File: config.mk
export PLATFORM = sky130hd
export DESIGN_NAME = spi_byte_sequencer_flat
export DESIGN_NICKNAME = d
export VERILOG_FILES = /design/src/rtl/spi_byte_sequencer_pkg.sv /design/src/rtl/spi_byte_sequencer_if.sv /design/src/rtl/spi_byte_fifo.sv /design/src/rtl/spi_byte_sequencer.sv /design/src/flat_wrapper.sv
export SDC_FILE = /design/constraint.sdc
export NUM_CORES = 1
export LEC_CHECK = 0
export BUFFER_PORTS_ARGS = -buffer_cell sky130_fd_sc_hd__buf_2
export CAP_MARGIN = 5
export CORE_AREA = 3 3 98 193
export DETAILED_ROUTE_END_ITERATION = 16
export DIE_AREA = 0 0 101 196
export MAX_ROUTING_LAYER = met4
export PLACE_DENSITY = 0.51
export RECOVER_POWER = 50
export SYNTH_ARGS = -nofsm -noshare
export SYNTH_HDL_FRONTEND = slang
export SYNTH_HIERARCHICAL = 1
export SYNTH_SLANG_ARGS = --single-unit
File: constraint.sdc
create_clock -name clk_i -period 5.3 [get_ports clk_i]
set_clock_uncertainty 0.1 [all_clocks]
set_input_delay 1.06 -clock clk_i [delete_from_list [all_inputs] [get_ports clk_i]]
set_output_delay 1.06 -clock clk_i [all_outputs]
set_load 0.03 [all_outputs]
File: src/rtl/spi_byte_sequencer_pkg.sv
// spi_pkg: sequencer state encoding and counter sizing shared by the byte sequencer slice
package spi_pkg;
  typedef enum logic [2:0] {IDLE, SETUP, ISSUE, XFER, GAP, HOLD} spi_seq_state_e;
  function automatic int CntW(input int n);
    return (n < 1) ? 1 : $clog2(n + 1);
  endfunction
endpackage

File: src/rtl/spi_byte_sequencer_if.sv
// spi_byte_sequencer_if: producer/consumer byte streams plus the SPI engine handshake
interface spi_byte_sequencer_if;
  logic       tx_valid_i;
  logic [7:0] tx_data_i;
  logic       tx_ready_o;
  logic       rx_valid_o;
  logic [7:0] rx_data_o;
  logic       rx_ready_i;
  logic       spi_start_o;
  logic [7:0] spi_byte_o;
  logic [7:0] spi_byte_i;
  logic       spi_next_i;
  logic       spi_cs_no;
  logic       busy_o;
  modport slave (
    input  tx_valid_i, tx_data_i, rx_ready_i, spi_byte_i, spi_next_i,
    output tx_ready_o, rx_valid_o, rx_data_o, spi_start_o, spi_byte_o, spi_cs_no, busy_o
  );
  modport master (
    output tx_valid_i, tx_data_i, rx_ready_i, spi_byte_i, spi_next_i,
    input  tx_ready_o, rx_valid_o, rx_data_o, spi_start_o, spi_byte_o, spi_cs_no, busy_o
  );
endinterface

File: src/rtl/spi_byte_fifo.sv
// spi_byte_fifo: synchronous first-word fall-through FIFO; head reads as zero when empty
module spi_byte_fifo #(
  parameter int Width = 8,
  parameter int Depth = 8
) (
  input  logic             clk_i,
  input  logic             rst_i,
  input  logic             push_i,
  input  logic [Width-1:0] wdata_i,
  input  logic             pop_i,
  output logic [Width-1:0] rdata_o,
  output logic             full_o,
  output logic             empty_o
);
  localparam int AW = $clog2(Depth);
  logic [AW:0]      wr_ptr, rd_ptr;
  logic [Width-1:0] mem [Depth];
  assign empty_o = wr_ptr == rd_ptr;
  assign full_o  = (wr_ptr[AW] != rd_ptr[AW]) && (wr_ptr[AW-1:0] == rd_ptr[AW-1:0]);
  assign rdata_o = empty_o ? '0 : mem[rd_ptr[AW-1:0]];
  always_ff @(posedge clk_i or posedge rst_i)
    if (rst_i) begin
      wr_ptr <= '0;
      rd_ptr <= '0;
    end else begin
      wr_ptr <= wr_ptr + (AW+1)'(push_i);
      rd_ptr <= rd_ptr + (AW+1)'(pop_i);
    end
  always_ff @(posedge clk_i)
    if (push_i) mem[wr_ptr[AW-1:0]] <= wdata_i;
endmodule

File: src/rtl/spi_byte_sequencer.sv
// spi_byte_sequencer: queues producer bytes, issues them to the SPI engine and frames CS around bursts
module spi_byte_sequencer
  import spi_pkg::*;
#(
  parameter int FifoDepth     = 8,
  parameter int CsSetupCycles = 4,
  parameter int CsHoldCycles  = 4
) (
  input logic clk_i,
  input logic rst_i,
  spi_byte_sequencer_if.slave bus
);
  localparam int CW = CntW(CsSetupCycles > CsHoldCycles ? CsSetupCycles : CsHoldCycles);
  // SETUP plus the single ISSUE cycle together span CsSetupCycles
  localparam logic [CW-1:0] SetupLast = CW'(CsSetupCycles - 1);
  localparam logic [CW-1:0] HoldLast  = CW'(CsHoldCycles);
  spi_seq_state_e state;
  logic [CW-1:0]  cnt;
  logic           cs_n, start, next_q;
  logic           tx_full, tx_empty, rx_full, rx_empty, xfer_done;
  logic [7:0]     tx_head, rx_head;
  assign xfer_done       = state == XFER && bus.spi_next_i && !next_q;
  assign bus.tx_ready_o  = !tx_full;
  assign bus.rx_valid_o  = !rx_empty;
  assign bus.rx_data_o   = rx_head;
  assign bus.spi_byte_o  = tx_head;
  assign bus.spi_start_o = start;
  assign bus.spi_cs_no   = cs_n;
  assign bus.busy_o      = state != IDLE;
  spi_byte_fifo #(.Width(8), .Depth(FifoDepth)) u_tx (
    .clk_i(clk_i), .rst_i(rst_i), .push_i(bus.tx_valid_i && !tx_full), .wdata_i(bus.tx_data_i),
    .pop_i(xfer_done), .rdata_o(tx_head), .full_o(tx_full), .empty_o(tx_empty)
  );
  spi_byte_fifo #(.Width(8), .Depth(FifoDepth)) u_rx (
    .clk_i(clk_i), .rst_i(rst_i), .push_i(xfer_done), .wdata_i(bus.spi_byte_i),
    .pop_i(bus.rx_ready_i && !rx_empty), .rdata_o(rx_head), .full_o(rx_full), .empty_o(rx_empty)
  );
  always_ff @(posedge clk_i or posedge rst_i)
    if (rst_i) begin
      state  <= IDLE;
      cnt    <= '0;
      cs_n   <= 1'b1;
      start  <= 1'b0;
      next_q <= 1'b0;
    end else begin
      next_q <= bus.spi_next_i;
      case (state)
        IDLE:  if (!tx_empty) begin
                 state <= SETUP;
                 cs_n  <= 1'b0;
                 cnt   <= CW'(1);
               end
        SETUP: if (cnt >= SetupLast) state <= ISSUE;
               else cnt <= cnt + 1'b1;
        ISSUE: if (!rx_full) begin
                 state <= XFER;
                 start <= 1'b1;
               end
        XFER:  if (xfer_done) begin
                 state <= GAP;
                 start <= 1'b0;
               end
        GAP:   if (!bus.spi_next_i) begin
                 state <= tx_empty ? HOLD : ISSUE;
                 cnt   <= CW'(1);
               end
        HOLD:  if (!tx_empty) state <= ISSUE;
               else if (cnt >= HoldLast) begin
                 state <= IDLE;
                 cs_n  <= 1'b1;
               end else cnt <= cnt + 1'b1;
        default: state <= IDLE;
      endcase
    end
endmodule

File: src/flat_wrapper.sv
// flat-port wrapper written by rule: the top's interface ports become plain ports
module spi_byte_sequencer_flat import spi_pkg::*;
#(
  parameter int FifoDepth     = 8,
  parameter int CsSetupCycles = 4,
  parameter int CsHoldCycles  = 4
)
  (clk_i, rst_i, bus_tx_valid_i, bus_tx_data_i, bus_rx_ready_i, bus_spi_byte_i, bus_spi_next_i, bus_tx_ready_o, bus_rx_valid_o, bus_rx_data_o, bus_spi_start_o, bus_spi_byte_o, bus_spi_cs_no, bus_busy_o);
  spi_byte_sequencer_if bus_i ();
  input logic clk_i;
  input logic rst_i;
  input wire logic [$bits(bus_i.tx_valid_i)-1:0] bus_tx_valid_i;
  input wire logic [$bits(bus_i.tx_data_i)-1:0] bus_tx_data_i;
  input wire logic [$bits(bus_i.rx_ready_i)-1:0] bus_rx_ready_i;
  input wire logic [$bits(bus_i.spi_byte_i)-1:0] bus_spi_byte_i;
  input wire logic [$bits(bus_i.spi_next_i)-1:0] bus_spi_next_i;
  output wire logic [$bits(bus_i.tx_ready_o)-1:0] bus_tx_ready_o;
  output wire logic [$bits(bus_i.rx_valid_o)-1:0] bus_rx_valid_o;
  output wire logic [$bits(bus_i.rx_data_o)-1:0] bus_rx_data_o;
  output wire logic [$bits(bus_i.spi_start_o)-1:0] bus_spi_start_o;
  output wire logic [$bits(bus_i.spi_byte_o)-1:0] bus_spi_byte_o;
  output wire logic [$bits(bus_i.spi_cs_no)-1:0] bus_spi_cs_no;
  output wire logic [$bits(bus_i.busy_o)-1:0] bus_busy_o;
  assign bus_i.tx_valid_i = bus_tx_valid_i;
  assign bus_i.tx_data_i = bus_tx_data_i;
  assign bus_i.rx_ready_i = bus_rx_ready_i;
  assign bus_i.spi_byte_i = bus_spi_byte_i;
  assign bus_i.spi_next_i = bus_spi_next_i;
  assign bus_tx_ready_o = bus_i.tx_ready_o;
  assign bus_rx_valid_o = bus_i.rx_valid_o;
  assign bus_rx_data_o = bus_i.rx_data_o;
  assign bus_spi_start_o = bus_i.spi_start_o;
  assign bus_spi_byte_o = bus_i.spi_byte_o;
  assign bus_spi_cs_no = bus_i.spi_cs_no;
  assign bus_busy_o = bus_i.busy_o;
  spi_byte_sequencer #(.FifoDepth(FifoDepth), .CsSetupCycles(CsSetupCycles), .CsHoldCycles(CsHoldCycles)) u_core (.clk_i(clk_i), .rst_i(rst_i), .bus(bus_i));
endmodule
* Word-level counts from Yosys, hierarchy flattened
Memories as Yosys holds them, arrays and structs flattened.
Cells that the tools add are included.
** Word-level totals
- Register bits :: 25
- RAM bits :: 128
- Bits of input ports :: 21
- Logic and storage cells :: 84
- Memories kept :: 2
** Operators by class
- $add $sub $neg :: 5
- Magnitude comparators :: 2
- Equality and inequality tests :: 21
- Muxes and demuxes :: 27
- Reductions and logical operators :: 18
** Memory list
- u_core.u_rx.mem :: depth 8, bits a word 8, rd ports 1, clocked after Yosys merged registers in 0, write ports 1, RTL line spi_byte_fifo.sv:17 : logic [Width-1:0] mem [Depth];
- u_core.u_tx.mem :: depth 8, bits a word 8, rd ports 1, clocked after Yosys merged registers in 0, write ports 1, RTL line spi_byte_fifo.sv:17
** Operators with widths (count)
- $mux W3 :: 12
- $pmux W3 S6 :: 1
- $add A4 B1 Y4 :: 4
- $mux W8 :: 2
- $ne A2 B2 Y1 const B :: 6
- $pmux W3 S4 :: 1
- $reduce_and A6 Y1 :: 2
- $mux W1 :: 9
- $eq A4 B4 Y1 :: 2
- $eq A3 B2 Y1 const B :: 2
- $eq A3 B3 Y1 :: 2
- $eq A3 B3 Y1 const B :: 2
- $logic_and A1 B1 Y1 :: 6
- $ne A2 B1 Y1 const B :: 3
- $pmux W1 S2 :: 2
- $reduce_and A4 Y1 :: 1
- $reduce_bool A2 Y1 :: 2
- $reduce_bool A4 Y1 :: 1
- $add A3 B1 Y3 const B :: 1
- $eq A3 B1 Y1 const B :: 1
- $ge A3 B2 Y1 const B :: 1
- $ge A3 B3 Y1 const B :: 1
- $logic_not A1 Y1 :: 3
- $logic_not A3 Y1 :: 1
- 4 further kinds :: 5

* Depth between registers and ports, before layout
Gate-level depths: netlist (run 1).
- Depth in word-level cells :: 6
- Mapped depth :: 8
- Mapped depth without buffers :: 7

* By module
The synthesis (run 1) kept the hierarchy.
** By module, submodules not included
- spi_byte_fifo :: times used 2, cells an instance 171, area an instance 2929.1 um^2, sequential area each 2122.0 um^2
- spi_byte_sequencer :: times used 1, cells an instance 64, area an instance 569.3 um^2, sequential area each 226.5 um^2

* Least setup slack after synthesis (run 1)
Ideal clock, no wire load.
- Path kind :: in2reg
- Start point :: in bus_spi_next_i
- End point :: mem u_core.u_rx.mem[0][0] (enable)
- Data arrival time :: 2.241 ns
- Required time :: 4.817 ns
- Setup slack :: 2.575 ns
- Stages :: 5
- Path buffers :: 0
- Cells stage by stage :: nor2b_1 > nand2_1 > nor2_1 > nand2b_1 > nor3_1
** Between the ends
- Cells in the longest elaborated chain, start to end :: 4
** Ends and longest elaborated chain
- start: declaration :: RTL line flat_wrapper.sv:16 : input wire logic [$bits(bus_i.spi_next_i)-1:0] bus_spi_next_i;
- $logic_and A1 B1 Y1 (2 in series) :: RTL line spi_byte_sequencer.sv:22 : assign xfer_done = state == XFER && bus.spi_next_i && !next_q;
- named net u_core.xfer_done :: RTL line spi_byte_sequencer.sv:20 : logic tx_full, tx_empty, rx_full, rx_empty, xfer_done;
- $mux W1 :: RTL line spi_byte_fifo.sv:30 : if (push_i) mem[wr_ptr[AW-1:0]] <= wdata_i;
- $mux W1 (implied by the code) :: RTL line spi_byte_fifo.sv:30
- end: declaration :: RTL line spi_byte_fifo.sv:17
The timed path passes the listed nets, and every way through them passes these cells.

* Final worst setup path (run 1)
- Start point :: reg u_core.u_rx.rd_ptr[0]
- End point :: out bus_rx_data_o[2]
** Between the ends
- Cells in the longest elaborated chain, start to end :: 2
- Elaborated cells on any way between the ends :: 3
- Those cells by class :: 1 x eq/ne; 1 x mux; 1 x memory
** Ends and longest elaborated chain
- start: declaration :: RTL line spi_byte_fifo.sv:16 : logic [AW:0] wr_ptr, rd_ptr;
- start signal: assignment :: RTL line spi_byte_fifo.sv:27 : rd_ptr <= rd_ptr + (AW+1)'(pop_i);
- $mem_v2 Z8 W8 / $eq A4 B4 Y1 (equally long branches)
- $mux W8 * :: RTL line spi_byte_fifo.sv:20 : assign rdata_o = empty_o ? '0 : mem[rd_ptr[AW-1:0]];
- end: declaration :: RTL line flat_wrapper.sv:19 : output wire logic [$bits(bus_i.rx_data_o)-1:0] bus_rx_data_o;
Mark *: on every way between the ends. The rest lies on a longest branch, timed or not.

==> metrics.json, run 1 <==
{
  "run_status": {"value": "complete, but fails checks"},
  "violations_in_the_final_reports": {"value": "max-capacitance violations, max-slew violations"},
  "critical_path_arrival": {"value": 2.97, "unit": "ns"},
  "fmax": {"value": 0.2423, "unit": "GHz"},
  "diodes": {"value": 0},
  "postSynthCellCount": {"value": 406},
  "seqCellArea": {"value": 0.004472, "unit": "mm²"},
  "maxSlewHeadroom": {"value": -0.2159},
  "final.hold.worst_slack": {"value": 0.3836, "unit": "ns"},
  "netlist.top_cell.by_area": {"value": "sky130_fd_sc_hd__edfxtp_1"},
  "vias_per_cell": {"value": 4.994},
  "placeableCoreArea": {"value": 0.01753, "unit": "mm²"},
  "finalSetupTns": {"value": 0, "unit": "ns"},
  "layout_commonest_cell": {"value": "sky130_fd_sc_hd__edfxtp_1"},
  "max-vdd-ir-drop": {"value": 419.1, "unit": "µV"},
  "timing.reg2reg.setup_slack": {"value": 2.12, "unit": "ns"},
  "clkSlewWorstSetupHoldPaths": {"value": 0.06, "unit": "ns"},
  "first_global_vias": {"value": 3714},
  "final.period_utilization": {"value": 0.7786},
  "cts_buffers": {"value": 17},
  "number_of_antenna_violations_at_the_first_check_in_global_routing": {"value": 0},
  "synth_nets": {"value": 437},
  "cts_sinks": {"value": 153},
  "cts_tree": {"value": "yes"},
  "yosys.cell_types.count": {"value": 36},
  "drt_wl_total": {"value": 12.84, "unit": "mm"},
  "yosys_register_bits": {"value": 153},
  "critical_path_class": {"value": "reg -> out"},
  "fillers": {"value": 1622},
  "maximum_number_of_pins_on_one_net_before_global_route_repair": {"value": 35},
  "die_height": {"value": 196, "unit": "µm"},
  "synth.yosys.seq_area_share": {"value": 0.6955},
  "die_w": {"value": 101, "unit": "µm"},
  "syn_to_final_growth": {"value": 14.46, "unit": "%"},
  "power.density_cell_area": {"value": 607.3, "unit": "mW/mm²"},
  "cellLeakagePower": {"value": 2.733, "unit": "nW"},
  "dpl.cell_count": {"value": 643},
  "number_of_failing_hold_endpoints_at_the_final_stage": {"value": 0},
  "final_cells": {"value": 675},
  "dr.first_iter.drc_count": {"value": 140},
  "root_buffer": {"value": "sky130_fd_sc_hd__clkbuf_16"},
  "post-route-min-period": {"value": 4.127, "unit": "ns"},
  "latest_clock_arrival_within_the_worst_skew_pair": {"value": 0.42, "unit": "ns"},
  "critPathLaunchType": {"value": "flip-flop"},
  "synthFlopType": {"value": "sky130_fd_sc_hd__edfxtp_1"},
  "crit_fanout": {"value": 34},
  "timing.final.max_slew_violations": {"value": 35},
  "design.portCount": {"value": 42},
  "yosys_warnings": {"value": 6},
  "timing.critical_path.required": {"value": 4.14, "unit": "ns"},
  "asyncSetResetFlopFracSynth": {"value": 0.1634},
  "wire_length_of_the_first_global_routing_pass": {"value": 20.20, "unit": "mm"},
  "crit_path_end_kind": {"value": "primary output"},
  "post-route-util": {"value": 0.4198},
  "final-setup-viol-count": {"value": 0},
  "drt_pre_antenna_iters": {"value": 4},
  "cts_repair_resize_count": {"value": 0},
  "totalPowerFinal": {"value": 4.468, "unit": "mW"},
  "multi_input_comb_area": {"value": 0.001755, "unit": "mm²"},
  "ratio_of_cells_with_drive_above_1_in_the_final_layout": {"value": 0.1355},
  "syn_area_per_cell": {"value": 15.83, "unit": "µm²"},
  "syn_area": {"value": 0.006427, "unit": "mm²"},
  "transition_time_of_the_tightest_slew_check_pin": {"value": 1.824, "unit": "ns"},
  "post_detail_place_hpwl": {"value": 9.062, "unit": "mm"},
  "cts.repair_timing.setup_buffer_count": {"value": 0},
  "routabilityCongestion": {"value": 0.8113},
  "post_route_antenna_net_violation_count": {"value": 0},
  "synth_enable_flop_cells": {"value": 128},
  "cts_hold_repair.buffers": {"value": 0},
  "detail_route.drc_violations": {"value": 0},
  "detailroute.via_count": {"value": 3371},
  "h-tree-depth": {"value": 4},
  "grt_setup_unrepaired": {"value": "false"},
  "floorplan.initialDensity": {"value": 0.3667},
  "cts_buffer_depth": {"value": 2},
  "layout.cells.most_common_list": {"value": "128 x sky130_fd_sc_hd__edfxtp_1, 67 x sky130_fd_sc_hd__mux2i_1, 32 x sky130_fd_sc_hd__a22oi_1"},
  "yosys-top-cells-area": {"value": "sky130_fd_sc_hd__edfxtp_1 60%, sky130_fd_sc_hd__mux2i_1 10%, sky130_fd_sc_hd__dfrtp_1 9.3%"},
  "wire_per_inst": {"value": 19.02, "unit": "µm"},
  "rows": {"value": 68},
  "globalRouteTotalUtil": {"value": 0.1433},
  "die_area": {"value": 0.01980, "unit": "mm²"},
  "grt-ovfl-total": {"value": 0},
  "port_buffers": {"value": 41},
  "final_nets": {"value": 483},
  "synth_top_area_frac": {"value": 0.5980},
  "max-cap-violations": {"value": 1},
  "type_of_the_most_critical_hold_path": {"value": "reg -> reg"}
}
[layer usage]
metal	track usage	share of wire	up-vias
li1	-	-	1640
met5	-	0	-
met4	0.06607	0.020	0
met1	0.1398	0.36	1646
met3	0.02527	0.028	13
met2	0.2663	0.59	72
[Yosys cell counts, types with 4 or more instances]
cell	instances
sky130_fd_sc_hd__nor3_1	5
sky130_fd_sc_hd__nand3_1	4
sky130_fd_sc_hd__mux2i_1	67
sky130_fd_sc_hd__inv_1	10
sky130_fd_sc_hd__xor2_1	4
sky130_fd_sc_hd__nor2b_1	11
sky130_fd_sc_hd__nand2_1	12
sky130_fd_sc_hd__buf_2	6
sky130_fd_sc_hd__ha_1	10
sky130_fd_sc_hd__a22oi_1	32
sky130_fd_sc_hd__dfrtp_1	24
sky130_fd_sc_hd__nand2b_1	9
sky130_fd_sc_hd__xnor2_1	12
sky130_fd_sc_hd__and3_1	16
sky130_fd_sc_hd__buf_12	4
sky130_fd_sc_hd__edfxtp_1	128
sky130_fd_sc_hd__o21ai_0	7
sky130_fd_sc_hd__nor2_1	20
sky130_fd_sc_hd__buf_6	4
[worst max-delay path, cell delays in order, from the launching register on]
cell	delay [ns]
sky130_fd_sc_hd__dfrtp_1	1.56
sky130_fd_sc_hd__xnor2_1	0.27
sky130_fd_sc_hd__nand4_2	0.30
sky130_fd_sc_hd__and3_1	0.24
sky130_fd_sc_hd__buf_2	0.17
[cells by family after synthesis]
group | Yosys count | synth area share
flops | 153 | 0.6955
simple gates | 86 | 0.07319
mux | 68 | 0.1067
compound gates | 47 | 0.05198
buf+inv | 26 | 0.03134
xor+xnor | 16 | 0.02180
fa+ha+maj | 10 | 0.01947
[power by group]
| group | switching [mW] | total (mW) | leakage (nW) | internal, mW |
|---|---|---|---|---|
| Sequential | 0.278 | 1.76 | 1.46 | 1.48 |
| Combinational | 0.842 | 1.43 | 0.965 | 0.583 |
| Clock | 0.520 | 1.28 | 0.310 | 0.762 |
| Total | 1.64 | 4.47 | 2.73 | 2.83 |
[path summary, 6_finish.rpt]
| kind | startpoint | end | cells after the start |
|---|---|---|---|
| setup / recovery | u_core/u_rx/rd_ptr[0] | bus_rx_data_o[2] | 4 |
| hold / removal | u_core/bus.spi_cs_no | u_core/bus.spi_cs_no | 2 |
| setup reg to reg | u_core/u_tx/rd_ptr[0] | u_core/cnt[0] | 7 |
| hold reg to reg | u_core/bus.spi_cs_no | u_core/bus.spi_cs_no | 2 |
| max in group asynchronous | rst_i | u_core/bus.spi_cs_no | 2 |
| min in group asynchronous | rst_i | u_core/u_tx/rd_ptr[3] | 2 |
[cell type report]
| cell class | count | share of cell area |
|---|---|---|
| tap | 210 | 0.03571 |
| inverter | 10 | 0.005102 |
| timing repair buffer | 43 | 0.02670 |
| multi-input combinational | 227 | 0.2386 |
| clock inverter | 15 | 0.02823 |
| clock buffer | 17 | 0.05782 |
| sequential | 153 | 0.6078 |
[per-stage QoR]
stage               area, µm²  worst slack, ns
finish                   7357            1.173
global route             7357           0.8834
CTS                      7382            1.605
detailed placement       6749            1.906
global placement         6749            1.993
floorplan                6427            2.575
[registers in the layout, summed over array words and instances, names as in the netlist]
name,flops
u_core/u_tx/wr_ptr,4
u_core/state,3
u_core/bus.spi_cs_no,1
u_core/next_q,1
u_core/u_tx/rd_ptr,4
u_core/u_rx/wr_ptr,4
u_core/bus.spi_start_o,1
u_core/u_tx/mem,64
u_core/cnt,3
u_core/u_rx/rd_ptr,4
u_core/u_rx/mem,64
(Power assumes the default switching activity.)
==> run 2: changes to the inputs <==
--- a/config.mk
+++ b/config.mk
@@ -11,7 +11,7 @@
 export DETAILED_ROUTE_END_ITERATION = 16
 export DIE_AREA = 0 0 101 196
 export MAX_ROUTING_LAYER = met4
-export PLACE_DENSITY = 0.51
+export PLACE_DENSITY = 0.53
 export RECOVER_POWER = 50
 export SYNTH_ARGS = -nofsm -noshare
 export SYNTH_HDL_FRONTEND = slang
==> constraint.sdc (replaced) <==
create_clock -name clk_i -period 3.5 [get_ports clk_i]
set_clock_uncertainty 0.1 [all_clocks]
set_input_delay 0.7 -clock clk_i [delete_from_list [all_inputs] [get_ports clk_i]]
set_output_delay 0.7 -clock clk_i [all_outputs]
set_load 0.03 [all_outputs]
==> metrics.json, run 2 (synthesis gave the netlist of run 1 again) <==
{
  "run_status": {"value": "finished clean"},
  "final_cells": {"value": 689, "change": "+2.1%"},
  "timing.final.max_slew_violations": {"value": 0, "change": "-100%"},
  "vias_per_cell": {"value": 5.115, "change": "+2.4%"},
  "timing.critical_path.required": {"value": 2.70, "unit": "ns", "change": "-1.44 ns"},
  "rows": {"value": 68, "change": "unchanged"},
  "type_of_the_most_critical_hold_path": {"value": "in -> async"},
  "clkSlewWorstSetupHoldPaths": {"value": 0.07, "unit": "ns", "change": "about the same"},
  "globalRouteTotalUtil": {"value": 0.1465, "change": "+0.003204"},
  "number_of_failing_hold_endpoints_at_the_final_stage": {"value": 0, "change": "unchanged"},
  "latest_clock_arrival_within_the_worst_skew_pair": {"value": 0.41, "unit": "ns", "change": "about the same"},
  "critical_path.cell_chain": {"value": "buf_4, mux2i_1, a22oi_1, and3_1, buf_2"},
  "cts_tree": {"value": "yes"},
  "transition_time_of_the_tightest_slew_check_pin": {"value": 0.8539, "unit": "ns", "change": "-0.9699 ns"},
  "wire_length_of_the_first_global_routing_pass": {"value": 20.87, "unit": "mm", "change": "+3.3%"},
  "critical_path_arrival": {"value": 2.32, "unit": "ns", "change": "-0.65 ns"},
  "critPathBufInv": {"value": 2, "change": "+1"},
  "h-tree-depth": {"value": 4, "change": "unchanged"},
  "cts_repair_resize_count": {"value": 0, "change": "unchanged"},
  "drt_wl_total": {"value": 13.61, "unit": "mm", "change": "+6.0%"},
  "design.portCount": {"value": 42, "change": "unchanged"},
  "final_nets": {"value": 496, "change": "+2.7%"},
  "cts_sinks": {"value": 153, "change": "unchanged"},
  "crit_path_end_kind": {"value": "primary output"},
  "worst_r2r_path_depth": {"value": 7, "change": "unchanged"},
  "drt_pre_antenna_iters": {"value": 4, "change": "unchanged"},
  "root_buffer": {"value": "sky130_fd_sc_hd__clkbuf_16"},
  "post_detail_place_hpwl": {"value": 9.775, "unit": "mm", "change": "+7.9%"},
  "cts_buffers": {"value": 17, "change": "unchanged"},
  "path_delay_family": {"value": "flip-flops"},
  "first_global_vias": {"value": 3736, "change": "+0.59%"},
  "critPathLaunchType": {"value": "flip-flop"},
  "number_of_antenna_violations_at_the_first_check_in_global_routing": {"value": 0, "change": "unchanged"},
  "final_critical_path_setup_slack": {"value": 0.3762, "unit": "ns", "change": "-0.7972 ns"},
  "m1WireLength": {"value": 4.943, "unit": "mm", "change": "+5.8%"},
  "crit_fanout": {"value": 15, "change": "-56%"},
  "finalSetupTns": {"value": 0, "unit": "ns", "change": "unchanged"},
  "max-cap-violations": {"value": 0, "change": "-1"},
  "cp_slowest_cell": {"value": "sky130_fd_sc_hd__dfrtp_1"},
  "route.top_layer_used": {"value": "met4"},
  "detail_route.drc_violations": {"value": 0, "change": "unchanged"},
  "cts_hold_repair.buffers": {"value": 0, "change": "unchanged"},
  "wire_per_inst": {"value": 19.76, "unit": "µm", "change": "+3.9%"},
  "floorplan.initialDensity": {"value": 0.3667, "change": "unchanged"},
  "multi_input_comb_area": {"value": 0.001749, "unit": "mm²", "change": "-0.36%"},
  "timing.reg2reg.setup_slack": {"value": 0.86, "unit": "ns", "change": "-1.26 ns"},
  "grt_setup_unrepaired": {"value": "false"},
  "maximum_number_of_pins_on_one_net_before_global_route_repair": {"value": 21, "change": "-40%"},
  "post_route_antenna_net_violation_count": {"value": 0, "change": "unchanged"},
  "max-vdd-ir-drop": {"value": 675.9, "unit": "µV", "change": "+61%"},
  "cts.repair_timing.setup_buffer_count": {"value": 0, "change": "unchanged"},
  "grt-ovfl-total": {"value": 0, "change": "unchanged"},
  "power.density_cell_area": {"value": 917.8, "unit": "mW/mm²", "change": "+51%"},
  "dp_worst_setup_slack": {"value": 0.7831, "unit": "ns", "change": "-1.123 ns"},
  "die_w": {"value": 101, "unit": "µm", "change": "unchanged"},
  "die_area": {"value": 0.01980, "unit": "mm²", "change": "unchanged"},
  "ratio_of_cells_with_drive_above_1_in_the_final_layout": {"value": 0.1569, "change": "+0.02142"},
  "fmax": {"value": 0.3201, "unit": "GHz"},
  "final-setup-viol-count": {"value": 0, "change": "unchanged"},
  "cellLeakagePower": {"value": 2.798, "unit": "nW", "change": "+2.4%"},
  "met2_wire_length": {"value": 7.972, "unit": "mm", "change": "+5.6%"},
  "worstReg2RegEnd": {"value": "u_core/cnt[0]"},
  "dr.first_iter.drc_count": {"value": 153, "change": "+9.3%"},
  "maxSlewHeadroom": {"value": 0.4295, "change": "+0.6454"},
  "die_height": {"value": 196, "unit": "µm", "change": "unchanged"},
  "port_buffers": {"value": 41, "change": "unchanged"},
  "critical_path_class": {"value": "reg -> out"},
  "placeableCoreArea": {"value": 0.01753, "unit": "mm²", "change": "unchanged"},
  "layout.cells.most_common_list": {"value": "128 x sky130_fd_sc_hd__edfxtp_1, 67 x sky130_fd_sc_hd__mux2i_1, 32 x sky130_fd_sc_hd__a22oi_1"},
  "fillers": {"value": 1612, "change": "-0.62%"},
  "seqCellArea": {"value": 0.004472, "unit": "mm²", "change": "unchanged"},
  "syn_to_final_growth": {"value": 15.83, "unit": "%"},
  "max_stage_delay": {"value": 0.70, "unit": "ns", "change": "-0.86 ns"},
  "detailroute.via_count": {"value": 3524, "change": "+4.5%"},
  "cts_buffer_depth": {"value": 2, "change": "unchanged"},
  "final.period_utilization": {"value": 0.8925},
  "routabilityCongestion": {"value": 0.7526, "change": "-7.2%"},
  "post-route-min-period": {"value": 3.124, "unit": "ns"},
  "worstReg2RegStart": {"value": "u_core/u_tx/rd_ptr[0]"},
  "layout_commonest_cell": {"value": "sky130_fd_sc_hd__edfxtp_1"},
  "routed-wl-met3": {"value": 383, "unit": "µm", "change": "+5.2%"},
  "dpl.cell_count": {"value": 656, "change": "+2.0%"}
}
[run 2: cell types whose count changed in the layout (fill, tap and decap cells not counted), sizes merged]
cell / previous run / this run
clkinv: 5 / 2
diode: 0 / 1
inv: 17 / 20
buf: 24 / 37
[run 2: report_power, final]
part / leakage [nW] / total, mW / internal, mW / switching, mW
sequential: 1.46 / 2.55 / 2.25 / 0.301
clock: 0.311 / 1.95 / 1.16 / 0.792
combinational: 1.03 / 2.34 / 0.895 / 1.44
total: 2.80 / 6.83 / 4.30 / 2.53
[run 2: worst max-delay path by stage]
stage | from | end | slack, ns | cells after the start
after detailed placement | bus_spi_next_i | u_core/u_rx/mem[5][0] | 0.78 | 6
final | u_core/u_rx/rd_ptr[0] | bus_rx_data_o[2] | 0.38 | 5
after global placement | bus_spi_next_i | u_core/u_rx/mem[5][0] | 0.83 | 6
after CTS | u_core/u_tx/rd_ptr[0] | bus_spi_byte_o[3] | 0.40 | 5
after global routing | u_core/u_rx/rd_ptr[0] | bus_rx_data_o[0] | 0.24 | 5
after floorplan | bus_spi_next_i | u_core/u_rx/mem[0][0] | 1.14 | 5
[run 2: stage by stage]
step,utilization,cell area (µm²),power (mW),hold slack [ns]
after floorplan,-,6427,4.392,0.3647
after global placement,0.3906,6847,4.935,0.3677
after detailed placement,0.3906,6847,4.975,0.3777
after CTS,0.4264,7473,6.942,0.1452
after global routing,0.4246,7442,7.201,0.1666
final,0.4248,7445,6.833,0.1435
[run 2: cell type report]
class | count | share of cell area
antenna | 1 | 0.0003361
clock buffer | 17 | 0.05714
clock inverter | 15 | 0.02706
inverter | 10 | 0.005042
multi-input combinational | 227 | 0.2350
sequential | 153 | 0.6007
tap | 210 | 0.03529
timing repair buffer | 56 | 0.03950
[run 2: per-layer routing]
metal  track usage  up-vias
met3       0.02776       17
met1        0.1415     1772
met5             -        -
li1              -     1669
met4       0.06410        0
met2        0.2742       66
==> run 3: changes to the inputs <==
--- a/config.mk
+++ b/config.mk
@@ -7,11 +7,13 @@
 export LEC_CHECK = 0
 export BUFFER_PORTS_ARGS = -buffer_cell sky130_fd_sc_hd__buf_2
 export CAP_MARGIN = 5
+export CELL_PAD_IN_SITES_DETAIL_PLACEMENT = 0
+export CELL_PAD_IN_SITES_GLOBAL_PLACEMENT = 1
 export CORE_AREA = 3 3 98 193
 export DETAILED_ROUTE_END_ITERATION = 16
 export DIE_AREA = 0 0 101 196
 export MAX_ROUTING_LAYER = met4
-export PLACE_DENSITY = 0.53
+export PLACE_DENSITY = 0.61
 export RECOVER_POWER = 50
 export SYNTH_ARGS = -nofsm -noshare
 export SYNTH_HDL_FRONTEND = slang
==> metrics.json, run 3 (synthesis gave the netlist of run 1 again) <==
{
  "drt_pre_antenna_iters": {"value": 4, "change": "unchanged"},
  "layout_commonest_cell": {"value": "sky130_fd_sc_hd__edfxtp_1"},
  "maxSlewHeadroom": {"value": 0.4651, "change": "+0.03553"},
  "cts_buffer_depth": {"value": 2, "change": "unchanged"},
  "placeableCoreArea": {"value": 0.01753, "unit": "mm²", "change": "unchanged"},
  "post_route_antenna_net_violation_count": {"value": 0, "change": "unchanged"},
  "cts_buffers": {"value": 17, "change": "unchanged"},
  "max_stage_delay": {"value": 0.71, "unit": "ns", "change": "about the same"},
  "timing.critical_path.required": {"value": 2.70, "unit": "ns", "change": "about the same"},
  "final_nets": {"value": 496, "change": "unchanged"},
  "floorplan.initialDensity": {"value": 0.3667, "change": "unchanged"},
  "post_detail_place_hpwl": {"value": 9.333, "unit": "mm", "change": "-4.5%"},
  "grt_setup_unrepaired": {"value": "false"},
  "cts_sinks": {"value": 153, "change": "unchanged"},
  "critical_path.cell_chain": {"value": "buf_4, mux2i_1, a22oi_1, and3_1, buf_2"},
  "diodes": {"value": 0, "change": "-1"},
  "die_height": {"value": 196, "unit": "µm", "change": "unchanged"},
  "final_critical_path_setup_slack": {"value": 0.5084, "unit": "ns", "change": "+0.1322 ns"},
  "worstReg2RegEnd": {"value": "u_core/cnt[0]"},
  "layout.cells.most_common_list": {"value": "128 x sky130_fd_sc_hd__edfxtp_1, 67 x sky130_fd_sc_hd__mux2i_1, 32 x sky130_fd_sc_hd__a22oi_1"},
  "wire_length_of_the_first_global_routing_pass": {"value": 20.50, "unit": "mm", "change": "-1.8%"},
  "final.period_utilization": {"value": 0.8547, "change": "-0.03778"},
  "syn_to_final_growth": {"value": 15.09, "unit": "%"},
  "cellLeakagePower": {"value": 2.754, "unit": "nW", "change": "-1.6%"},
  "rows": {"value": 68, "change": "unchanged"},
  "die_area": {"value": 0.01980, "unit": "mm²", "change": "unchanged"},
  "globalRouteTotalUtil": {"value": 0.1461, "change": "-0.0003696"},
  "timing.reg2reg.setup_slack": {"value": 0.91, "unit": "ns", "change": "+0.05 ns"},
  "critPathLaunchType": {"value": "flip-flop"},
  "cts_repair_resize_count": {"value": 0, "change": "unchanged"},
  "max-cap-violations": {"value": 0, "change": "unchanged"},
  "worstReg2RegStart": {"value": "u_core/u_tx/wr_ptr[1]"},
  "clkSlewWorstSetupHoldPaths": {"value": 0.06, "unit": "ns", "change": "about the same"},
  "run_status": {"value": "finished clean"},
  "drt_wl_total": {"value": 13.30, "unit": "mm", "change": "-2.3%"},
  "routabilityCongestion": {"value": 0.8552, "change": "+14%"},
  "dp_worst_setup_slack": {"value": 0.7942, "unit": "ns", "change": "+0.01111 ns"},
  "multi_input_comb_area": {"value": 0.001755, "unit": "mm²", "change": "+0.36%"},
  "post-route-min-period": {"value": 2.992, "unit": "ns", "change": "-0.1322 ns"},
  "finalSetupTns": {"value": 0, "unit": "ns", "change": "unchanged"},
  "detail_route.drc_violations": {"value": 0, "change": "unchanged"},
  "grt-ovfl-total": {"value": 0, "change": "unchanged"},
  "final.hold.worst_slack": {"value": 0.1674, "unit": "ns", "change": "+0.02387 ns"},
  "worstSetupStartpoint": {"value": "u_core/u_rx/rd_ptr[0]"},
  "detailroute.via_count": {"value": 3476, "change": "-1.4%"},
  "critical_path_class": {"value": "reg -> out"},
  "place_area": {"value": 0.006847, "unit": "mm²", "change": "unchanged"},
  "port_buffers": {"value": 41, "change": "unchanged"},
  "maximum_number_of_pins_on_one_net_before_global_route_repair": {"value": 34, "change": "+62%"},
  "dr.first_iter.drc_count": {"value": 179, "change": "+17%"},
  "worst_r2r_path_depth": {"value": 7, "change": "unchanged"},
  "number_of_failing_hold_endpoints_at_the_final_stage": {"value": 0, "change": "unchanged"},
  "seqCellArea": {"value": 0.004473, "unit": "mm²", "change": "about the same"},
  "design.portCount": {"value": 42, "change": "unchanged"},
  "root_buffer": {"value": "sky130_fd_sc_hd__clkbuf_16"},
  "fmax": {"value": 0.3343, "unit": "GHz", "change": "+4.4%"},
  "critical_path_arrival": {"value": 2.19, "unit": "ns", "change": "-0.13 ns"},
  "first_global_vias": {"value": 3756, "change": "+0.54%"},
  "type_of_the_most_critical_hold_path": {"value": "in -> async"},
  "latest_clock_arrival_within_the_worst_skew_pair": {"value": 0.41, "unit": "ns", "change": "about the same"},
  "fillers": {"value": 1606, "change": "-0.37%"},
  "ratio_of_cells_with_drive_above_1_in_the_final_layout": {"value": 0.1527, "change": "-0.004184"},
  "totalPowerFinal": {"value": 6.659, "unit": "mW", "change": "-2.5%"},
  "h-tree-depth": {"value": 4, "change": "unchanged"},
  "crit_path_end_kind": {"value": "primary output"},
  "vias_per_cell": {"value": 5.052, "change": "-1.2%"},
  "cts_hold_repair.buffers": {"value": 0, "change": "unchanged"},
  "transition_time_of_the_tightest_slew_check_pin": {"value": 0.7994, "unit": "ns", "change": "-0.05449 ns"},
  "final-setup-viol-count": {"value": 0, "change": "unchanged"},
  "finalInstanceArea": {"value": 0.007397, "unit": "mm²", "change": "-0.64%"},
  "die_w": {"value": 101, "unit": "µm", "change": "unchanged"},
  "critPathCapture": {"value": "bus_rx_data_o[1]"},
  "number_of_antenna_violations_at_the_first_check_in_global_routing": {"value": 0, "change": "unchanged"},
  "timing.final.max_slew_violations": {"value": 0, "change": "unchanged"},
  "cts.repair_timing.setup_buffer_count": {"value": 0, "change": "unchanged"},
  "crit_fanout": {"value": 19, "change": "+4"},
  "wire_per_inst": {"value": 19.33, "unit": "µm", "change": "-2.2%"},
  "power.density_cell_area": {"value": 900.3, "unit": "mW/mm²", "change": "-1.9%"},
  "cp_slowest_cell": {"value": "sky130_fd_sc_hd__dfrtp_2"},
  "max-vdd-ir-drop": {"value": 341.6, "unit": "µV", "change": "-49%"},
  "cts_tree": {"value": "yes"}
}
-- run 3: how the worst min path moves through the flow --
stage | startpoint | end | slack [ns] | cells past startpoint
global placement | u_core/bus.spi_cs_no | u_core/bus.spi_cs_no | 0.37 | 2
finish | rst_i | u_core/u_tx/wr_ptr[0] | 0.17 | 2
CTS | rst_i | u_core/u_tx/rd_ptr[1] | 0.16 | 2
detailed placement | u_core/bus.spi_cs_no | u_core/bus.spi_cs_no | 0.38 | 2
floorplan | u_core/u_rx/rd_ptr[3] | u_core/u_rx/rd_ptr[3] | 0.36 | 1
global route | rst_i | u_core/u_tx/wr_ptr[0] | 0.18 | 2
-- run 3: metal layers --
layer / track usage / up-vias / share of wire
li1: - / 1658 / -
met1: 0.1338 / 1740 / 0.35
met2: 0.2727 / 57 / 0.59
met3: 0.03523 / 21 / 0.025
met4: 0.07051 / 0 / 0.036
met5: - / - / 0
-- run 3: stage by stage --
stage / std cells / utilization
global placement: 656 / 0.3906
finish: 688 / 0.4220
floorplan: 406 / -
detailed placement: 656 / 0.3906
CTS: 688 / 0.4235
global route: 688 / 0.4220
-- run 3: layout make-up --
class / count / share of cell area
clock inverter: 13 / 0.01928
timing repair buffer: 56 / 0.03958
clock buffer: 19 / 0.05853
inverter: 10 / 0.005074
tap: 210 / 0.03552
sequential: 153 / 0.6047
multi-input combinational: 227 / 0.2373
-- run 3: worst max-delay path: cells and delay by family (launching register included) --
family,cells,cell delay (ns)
mux,1,0.26
simple gates,1,0.23
compound gates,1,0.13
buf+inv,2,0.45
flops,1,0.71
-- run 3: report_power, final --
part	total, mW	internal (mW)	switching (mW)	leakage (nW)
combinational	2.36	0.908	1.46	1.03
clock	1.76	1.05	0.709	0.268
sequential	2.53	2.25	0.283	1.46
total	6.66	4.21	2.45	2.75
